File: config.mk
export PLATFORM = sky130hd
export DESIGN_NAME = mccpu_ctrl_flat
export DESIGN_NICKNAME = d
export VERILOG_FILES = /design/src/rtl/mccpu_ctrl_if.sv /design/src/rtl/mccpu_ctrl.sv /design/src/flat_wrapper.sv
export SDC_FILE = /design/constraint.sdc
export NUM_CORES = 1
export LEC_CHECK = 0
export BUFFER_PORTS_ARGS = -buffer_cell sky130_fd_sc_hd__buf_4
export CAP_MARGIN = 20
export CORE_MARGIN = 1
export CORE_UTILIZATION = 45
export DETAILED_ROUTE_END_ITERATION = 8
export HOLD_SLACK_MARGIN = 0.08
export PLACE_DENSITY = 0.89
export SYNTH_ARGS = -nofsm -noshare
export SYNTH_HDL_FRONTEND = slang
export SYNTH_SLANG_ARGS = --single-unit
File: constraint.sdc
create_clock -name clk -period 4.5 [get_ports clk]
set_input_delay 0.9 -clock clk [delete_from_list [all_inputs] [get_ports clk]]
set_output_delay 0.9 -clock clk [all_outputs]
set_load 0.1 [all_outputs]
File: src/rtl/mccpu_ctrl_if.sv
// Control bundle between the multi-cycle controller and the shared datapath.
// The controller is the master; the datapath/IR side is the slave.
interface mccpu_ctrl_if;
  logic [5:0] Op;
  logic [5:0] Funct;
  logic       Zero;
  logic       PCWrite;
  logic       IRWrite;
  logic       IorD;
  logic       MemWrite;
  logic       RegWrite;
  logic       EXTOp;
  logic [1:0] ALUSrcA;
  logic [1:0] ALUSrcB;
  logic [3:0] ALUOp;
  logic [1:0] PCSource;
  logic [1:0] GPRSel;
  logic [1:0] WDSel;
  logic       illegal;
  logic [3:0] state;

  modport master (
    input  Op, Funct, Zero,
    output PCWrite, IRWrite, IorD,
    output MemWrite, RegWrite, EXTOp,
    output ALUSrcA, ALUSrcB, ALUOp,
    output PCSource, GPRSel, WDSel,
    output illegal, state
  );

  modport slave (
    output Op, Funct, Zero,
    input  PCWrite, IRWrite, IorD,
    input  MemWrite, RegWrite, EXTOp,
    input  ALUSrcA, ALUSrcB, ALUOp,
    input  PCSource, GPRSel, WDSel,
    input  illegal, state
  );
endinterface

File: src/rtl/mccpu_ctrl.sv
// Multi-cycle MIPS-subset control FSM: sequences one shared ALU and one
// unified memory over 2..5 cycles per instruction.
module mccpu_ctrl (
  input  logic         clk,
  input  logic         rst,
  mccpu_ctrl_if.master bus
);

  typedef enum logic [3:0] {
    FETCH  = 4'd0,
    DECODE = 4'd1,
    MEMADR = 4'd2,
    MEMRD  = 4'd3,
    MEMWB  = 4'd4,
    MEMWR  = 4'd5,
    REXEC  = 4'd6,
    RWB    = 4'd7,
    BRANCH = 4'd8,
    JUMP   = 4'd9,
    IEXEC  = 4'd10,
    IWB    = 4'd11,
    JR     = 4'd12
  } state_t;

  localparam logic [3:0] A_ADD = 4'b0001;
  localparam logic [3:0] A_SUB = 4'b0010;
  localparam logic [3:0] A_AND = 4'b0011;
  localparam logic [3:0] A_OR  = 4'b0100;
  localparam logic [3:0] A_SLT = 4'b0101;
  localparam logic [3:0] A_SLL = 4'b0110;
  localparam logic [3:0] A_SRL = 4'b0111;
  localparam logic [3:0] A_LUI = 4'b1000;

  state_t cur, nxt;

  logic is_r, is_jr, r_ok, is_shift;
  logic is_lw, is_sw, is_beq, is_bne;
  logic is_j, is_jal, is_addi, is_ori, is_lui;
  logic [3:0] f_alu;

  assign is_r    = bus.Op == 6'b000000;
  assign is_lw   = bus.Op == 6'b100011;
  assign is_sw   = bus.Op == 6'b101011;
  assign is_beq  = bus.Op == 6'b000100;
  assign is_bne  = bus.Op == 6'b000101;
  assign is_j    = bus.Op == 6'b000010;
  assign is_jal  = bus.Op == 6'b000011;
  assign is_addi = bus.Op == 6'b001000;
  assign is_ori  = bus.Op == 6'b001101;
  assign is_lui  = bus.Op == 6'b001111;

  always_comb begin
    f_alu = 4'b0000;
    unique case (bus.Funct)
      6'b100000: f_alu = A_ADD;
      6'b100010: f_alu = A_SUB;
      6'b100100: f_alu = A_AND;
      6'b100101: f_alu = A_OR;
      6'b101010: f_alu = A_SLT;
      6'b000000: f_alu = A_SLL;
      6'b000010: f_alu = A_SRL;
      default:   f_alu = 4'b0000;
    endcase
  end

  // f_alu == 0 marks an unsupported funct (jr handled separately)
  assign is_jr    = is_r && bus.Funct == 6'b001000;
  assign r_ok     = is_r && f_alu != 4'b0000;
  assign is_shift = f_alu == A_SLL || f_alu == A_SRL;

  always_ff @(posedge clk) begin
    if (rst) cur <= FETCH;
    else     cur <= nxt;
  end

  logic       pc_w, ir_w, mem_w, reg_w, ill;
  logic       iord, ext;
  logic [1:0] src_a, src_b, pc_src, gpr, wd;
  logic [3:0] alu;

  always_comb begin
    nxt    = FETCH;
    pc_w   = 1'b0;
    ir_w   = 1'b0;
    mem_w  = 1'b0;
    reg_w  = 1'b0;
    ill    = 1'b0;
    iord   = 1'b0;
    ext    = 1'b0;
    src_a  = 2'd0;
    src_b  = 2'd0;
    pc_src = 2'd0;
    gpr    = 2'd0;
    wd     = 2'd0;
    alu    = 4'b0000;
    unique case (cur)
      FETCH: begin
        ir_w  = 1'b1;
        pc_w  = 1'b1;
        src_b = 2'd1;
        alu   = A_ADD;
        nxt   = DECODE;
      end
      DECODE: begin
        src_b = 2'd3;
        alu   = A_ADD;
        ext   = 1'b1;
        unique case (1'b1)
          is_lw | is_sw:             nxt = MEMADR;
          r_ok:                      nxt = REXEC;
          is_jr:                     nxt = JR;
          is_beq | is_bne:           nxt = BRANCH;
          is_j | is_jal:             nxt = JUMP;
          is_addi | is_ori | is_lui: nxt = IEXEC;
          default: begin
            nxt = FETCH;
            ill = 1'b1;
          end
        endcase
      end
      MEMADR: begin
        src_a = 2'd1;
        src_b = 2'd2;
        ext   = 1'b1;
        alu   = A_ADD;
        if (is_lw)      nxt = MEMRD;
        else if (is_sw) nxt = MEMWR;
      end
      MEMRD: begin
        iord = 1'b1;
        nxt  = MEMWB;
      end
      MEMWB: begin
        reg_w = 1'b1;
        gpr   = 2'd1;
        wd    = 2'd1;
      end
      MEMWR: begin
        iord  = 1'b1;
        mem_w = 1'b1;
      end
      REXEC: begin
        src_a = is_shift ? 2'd2 : 2'd1;
        alu   = f_alu;
        nxt   = RWB;
      end
      RWB: reg_w = 1'b1;
      BRANCH: begin
        src_a  = 2'd1;
        alu    = A_SUB;
        pc_src = 2'd1;
        pc_w   = is_bne ? ~bus.Zero : bus.Zero;
      end
      JUMP: begin
        pc_src = 2'd2;
        pc_w   = 1'b1;
        if (is_jal) begin
          reg_w = 1'b1;
          gpr   = 2'd2;
          wd    = 2'd2;
        end
      end
      JR: begin
        pc_src = 2'd3;
        pc_w   = 1'b1;
      end
      IEXEC: begin
        src_a = 2'd1;
        src_b = 2'd2;
        nxt   = IWB;
        unique case (1'b1)
          is_ori: alu = A_OR;
          is_lui: alu = A_LUI;
          default: begin
            alu = A_ADD;
            ext = 1'b1;
          end
        endcase
      end
      IWB: begin
        reg_w = 1'b1;
        gpr   = 2'd1;
      end
      default: nxt = FETCH;
    endcase
  end

  // reset aborts the instruction: every write enable is masked that cycle
  assign bus.PCWrite  = pc_w  & ~rst;
  assign bus.IRWrite  = ir_w  & ~rst;
  assign bus.MemWrite = mem_w & ~rst;
  assign bus.RegWrite = reg_w & ~rst;
  assign bus.illegal  = ill   & ~rst;
  assign bus.IorD     = iord;
  assign bus.EXTOp    = ext;
  assign bus.ALUSrcA  = src_a;
  assign bus.ALUSrcB  = src_b;
  assign bus.ALUOp    = alu;
  assign bus.PCSource = pc_src;
  assign bus.GPRSel   = gpr;
  assign bus.WDSel    = wd;
  assign bus.state    = cur;

endmodule

File: src/flat_wrapper.sv
// flat-port wrapper written by rule: the top's interface ports become plain ports
module mccpu_ctrl_flat 
  (clk, rst, bus_Op, bus_Funct, bus_Zero, bus_PCWrite, bus_IRWrite, bus_IorD, bus_MemWrite, bus_RegWrite, bus_EXTOp, bus_ALUSrcA, bus_ALUSrcB, bus_ALUOp, bus_PCSource, bus_GPRSel, bus_WDSel, bus_illegal, bus_state);
  mccpu_ctrl_if bus_i ();
  input  logic clk;
  input  logic rst;
  input wire logic [$bits(bus_i.Op)-1:0] bus_Op;
  input wire logic [$bits(bus_i.Funct)-1:0] bus_Funct;
  input wire logic [$bits(bus_i.Zero)-1:0] bus_Zero;
  output wire logic [$bits(bus_i.PCWrite)-1:0] bus_PCWrite;
  output wire logic [$bits(bus_i.IRWrite)-1:0] bus_IRWrite;
  output wire logic [$bits(bus_i.IorD)-1:0] bus_IorD;
  output wire logic [$bits(bus_i.MemWrite)-1:0] bus_MemWrite;
  output wire logic [$bits(bus_i.RegWrite)-1:0] bus_RegWrite;
  output wire logic [$bits(bus_i.EXTOp)-1:0] bus_EXTOp;
  output wire logic [$bits(bus_i.ALUSrcA)-1:0] bus_ALUSrcA;
  output wire logic [$bits(bus_i.ALUSrcB)-1:0] bus_ALUSrcB;
  output wire logic [$bits(bus_i.ALUOp)-1:0] bus_ALUOp;
  output wire logic [$bits(bus_i.PCSource)-1:0] bus_PCSource;
  output wire logic [$bits(bus_i.GPRSel)-1:0] bus_GPRSel;
  output wire logic [$bits(bus_i.WDSel)-1:0] bus_WDSel;
  output wire logic [$bits(bus_i.illegal)-1:0] bus_illegal;
  output wire logic [$bits(bus_i.state)-1:0] bus_state;
  assign bus_i.Op = bus_Op;
  assign bus_i.Funct = bus_Funct;
  assign bus_i.Zero = bus_Zero;
  assign bus_PCWrite = bus_i.PCWrite;
  assign bus_IRWrite = bus_i.IRWrite;
  assign bus_IorD = bus_i.IorD;
  assign bus_MemWrite = bus_i.MemWrite;
  assign bus_RegWrite = bus_i.RegWrite;
  assign bus_EXTOp = bus_i.EXTOp;
  assign bus_ALUSrcA = bus_i.ALUSrcA;
  assign bus_ALUSrcB = bus_i.ALUSrcB;
  assign bus_ALUOp = bus_i.ALUOp;
  assign bus_PCSource = bus_i.PCSource;
  assign bus_GPRSel = bus_i.GPRSel;
  assign bus_WDSel = bus_i.WDSel;
  assign bus_illegal = bus_i.illegal;
  assign bus_state = bus_i.state;
  mccpu_ctrl u_core (.clk(clk), .rst(rst), .bus(bus_i));
endmodule
==> run_results.csv <==
group,metric,value,unit
synth,synthTopCellsByArea,"dfxtp_1 (9.3%), nor2_1 (7.4%), nor3_1 (4.6%)",
synth,synth_top_family_by_area,"simple AND/OR/NAND/NOR gates",
synth,synth_area_leader_cell,"dfxtp_1",
timing,drv_slew,0,
synth,synthFlopType,"dfxtp_1",
synth,syn_area_per_cell,6.90,sq um
clock_network,worstSkewPairLatency,0.24,ns
timing,finalCritPeriodShare,0.754,
worst_setup_path,crit_slowest_cell,"dfxtp_1",
power_and_ir_drop,peakVddDrop,0.110,mV
synth,synth_fp_nets,140,
clock_network,ctsLongestPathBuffers,2,
final_layout,fillers,165,
synth,ys_seq_area_frac,0.0929,
clock_network,cts_made_buffers,3,
routing,vias,1062,
worst_setup_path,crit_path_cell_trace,"nand2b_1 > or4_4 > or3_4 > a211oi_2 > buf_4",
synth,synth_xor_area_frac,0.0610,
synth,post-synth-top-count-cell,"nor2_1",
worst_setup_path,max_stage_delay,0.65,ns
synth,synth_compound_area_frac,0.313,
synth,synth.area.mux_share,0.0116,
synth,async_flop_share,0,
synth,synth-edff-count,0,
clock_network,cts_hold_buf,0,
timing,fin_skew,0.00598,ns
timing,tightest_slew,0.737,ns
clock_network,cts-resized-gates,0,
timing,final.setup.tns,0,ns
final_layout,largest_register_ff_count,4,
floorplan,io_pins,40,
global_route,grt_max_degree,22,
status,status,"finished, final reports clean",
worst_setup_path,end_kind,"output pin",
global_route,grt_pass1_wl,3880,microns
timing,whs,0.773,ns
power_and_ir_drop,leakage,0.502,nW
routing,drc,0,
clock_network,postCtsSetupBuffers,0,
placement,place_congestion,0.876,
worst_setup_path,crit_fanout,15,
global_route,gr-usage-all-layers,0.248,
clock_network,clkSlewWorstSetupHoldPaths,0.04,ns
synth,synth_cells,125,
floorplan,die_w,45.8,microns
global_route,antenna_found_initial,0,
synth,yosys.area_share.simple,0.414,
floorplan,dieArea,2090,sq um
timing,setup_viol,0,
min_path,hp-class,"flip-flop to flip-flop",
timing,max_freq,295,MHz
synth,synth_area,862,sq um
synth,ys_top_cells_by_count,"nor2_1 (17), nand2_1 (9), clkbuf_1 (8), nor3_1 (8)",
global_route,grt.overflow.total,0,
routing,drtIter0Drc,51,
final_layout,final_net_count,174,
synth,yosysTopAreaCellShare,0.0929,
flow_run,drv_cap,0,
synth,synthAdderAreaFrac,0.0232,
routing,routed_wl,2470,microns
synth,yosysWarnings,0,
timing,hold_viol_final,0,
worst_setup_path,worst-setup-path-type,"flip-flop to output pin",
clock_network,cts.sinks,4,
floorplan,start_util,0.489,
timing,rsz0062_at_grt,"false",
worst_setup_path,critPathArrivalTime,2.49,ns
global_route,grt_pass1_vias,880,
final_layout,syn_to_final_growth,36.1,%
worst_setup_path,cp.required,3.60,ns
placement,dp_hpwl,1860,microns
floorplan,rows,15,
final_layout,multi_input_area,724,sq um
final_layout,n_antenna_cell,0,
floorplan,core_area,1760,sq um
timing,maxSlewHeadroom,0.496,
clock_network,cts_max_level,1,
routing,detail-route-antenna-nets,0,
routing,dr.pass1.iters,4,
timing,period_minus_slack,3.39,ns
synth,ys_ff_latch,4,
worst_setup_path,critPathLaunchType,"flip-flop",
synth,ys_types,52,
placement,io_buffers,39,
clock_network,cts-root-buf,"clkbuf_4",
final_layout,fin_util,0.665,
routing,drt-vias-per-instance,5.84,
power_and_ir_drop,powerDensity,168,nW/um^2
floorplan,die-height,45.8,microns
clock_network,cts_tree,"done",
final_layout,drive_above_1_share,0.325,
routing,post_drt_wl_per_cell,13.6,microns
final_layout,regArea,80.1,sq um
==> routing by layer <==
layer | track usage | wire length (microns)
met1 | 0.355 | 1100
met2 | 0.394 | 1160
met3 | 0.0278 | 191
met4 | 0.0588 | 21
met5 | 0 | 0
==> critical path: cells and delay by family, from the launching register on <==
family	cells	cell delay, ns
buf+inv	1	0.31
compound gates	1	0.19
flops	1	0.65
simple gates	3	1.09
==> cell families (layout without fill, tap and decap cells) <==
group / Yosys count / in the layout
adders and majority gates: 2 / 2
AOI/OAI and AO/OA: 35 / 35
buffers and inverters: 15 / 47
and+or+nand+nor: 62 / 62
xor gates and xnor gates: 6 / 6
muxes: 1 / 1
DFF: 4 / 4
==> power breakdown <==
part	switching [mW]	internal [mW]	total, mW
Combinational	0.0768	0.0321	0.109
Clock	0.0158	0.0299	0.0457
Sequential	0.00545	0.0368	0.0422
Total	0.0980	0.0987	0.197
==> final timing paths <==
kind,startpoint,to,slack [ns],cells past startpoint
worst max-delay path,u_core.bus.state[1],bus_ALUSrcA[1],1.11,5
worst min-delay path,u_core.bus.state[2],u_core.bus.state[3],0.77,2
worst max register to register,u_core.bus.state[1],u_core.bus.state[0],2.70,4
worst min register to register,u_core.bus.state[2],u_core.bus.state[3],0.77,2
==> final cells by class <==
cell class / count / share of cell area
Multi-Input combinational cell: 106 / 0.617
Timing Repair Buffer: 40 / 0.256
Sequential cell: 4 / 0.0682
Tap cell: 25 / 0.0267
Clock buffer: 3 / 0.0192
Inverter: 4 / 0.0128
==> stage by stage <==
step	setup WS, ns	area, sq um	std cells	power, mW
after floorplan	0.0391	877	125	0.123
after global placement	1.17	1150	179	0.148
after detailed placement	1.16	1150	179	0.150
after CTS	1.09	1170	182	0.197
after global routing	0.985	1170	182	0.208
final	1.11	1170	182	0.197
==> cell usage in the layout (no fill, tap or decap), types with 2 or more instances in the layout <==
master and n:
buf_4 40, nor2_1 17, nand2_1 9, nor3_1 6
nand2b_1 5, a21oi_1 4, a211oi_1 4, dfxtp_1 4
nand3_1 3, xor2_1 3, nor4bb_1 3, xnor2_1 3
inv_1 3, clkbuf_4 3, nor3_2 2, a21o_1 2
a211oi_2 2, nor2b_1 2, and4_1 2, o21ba_1 2
a31oi_1 2, and3b_1 2, a2bb2oi_1 2, a2111oi_0 2
maj3_1 2, o211ai_1 2
Power figures use the tool's default switching activity.
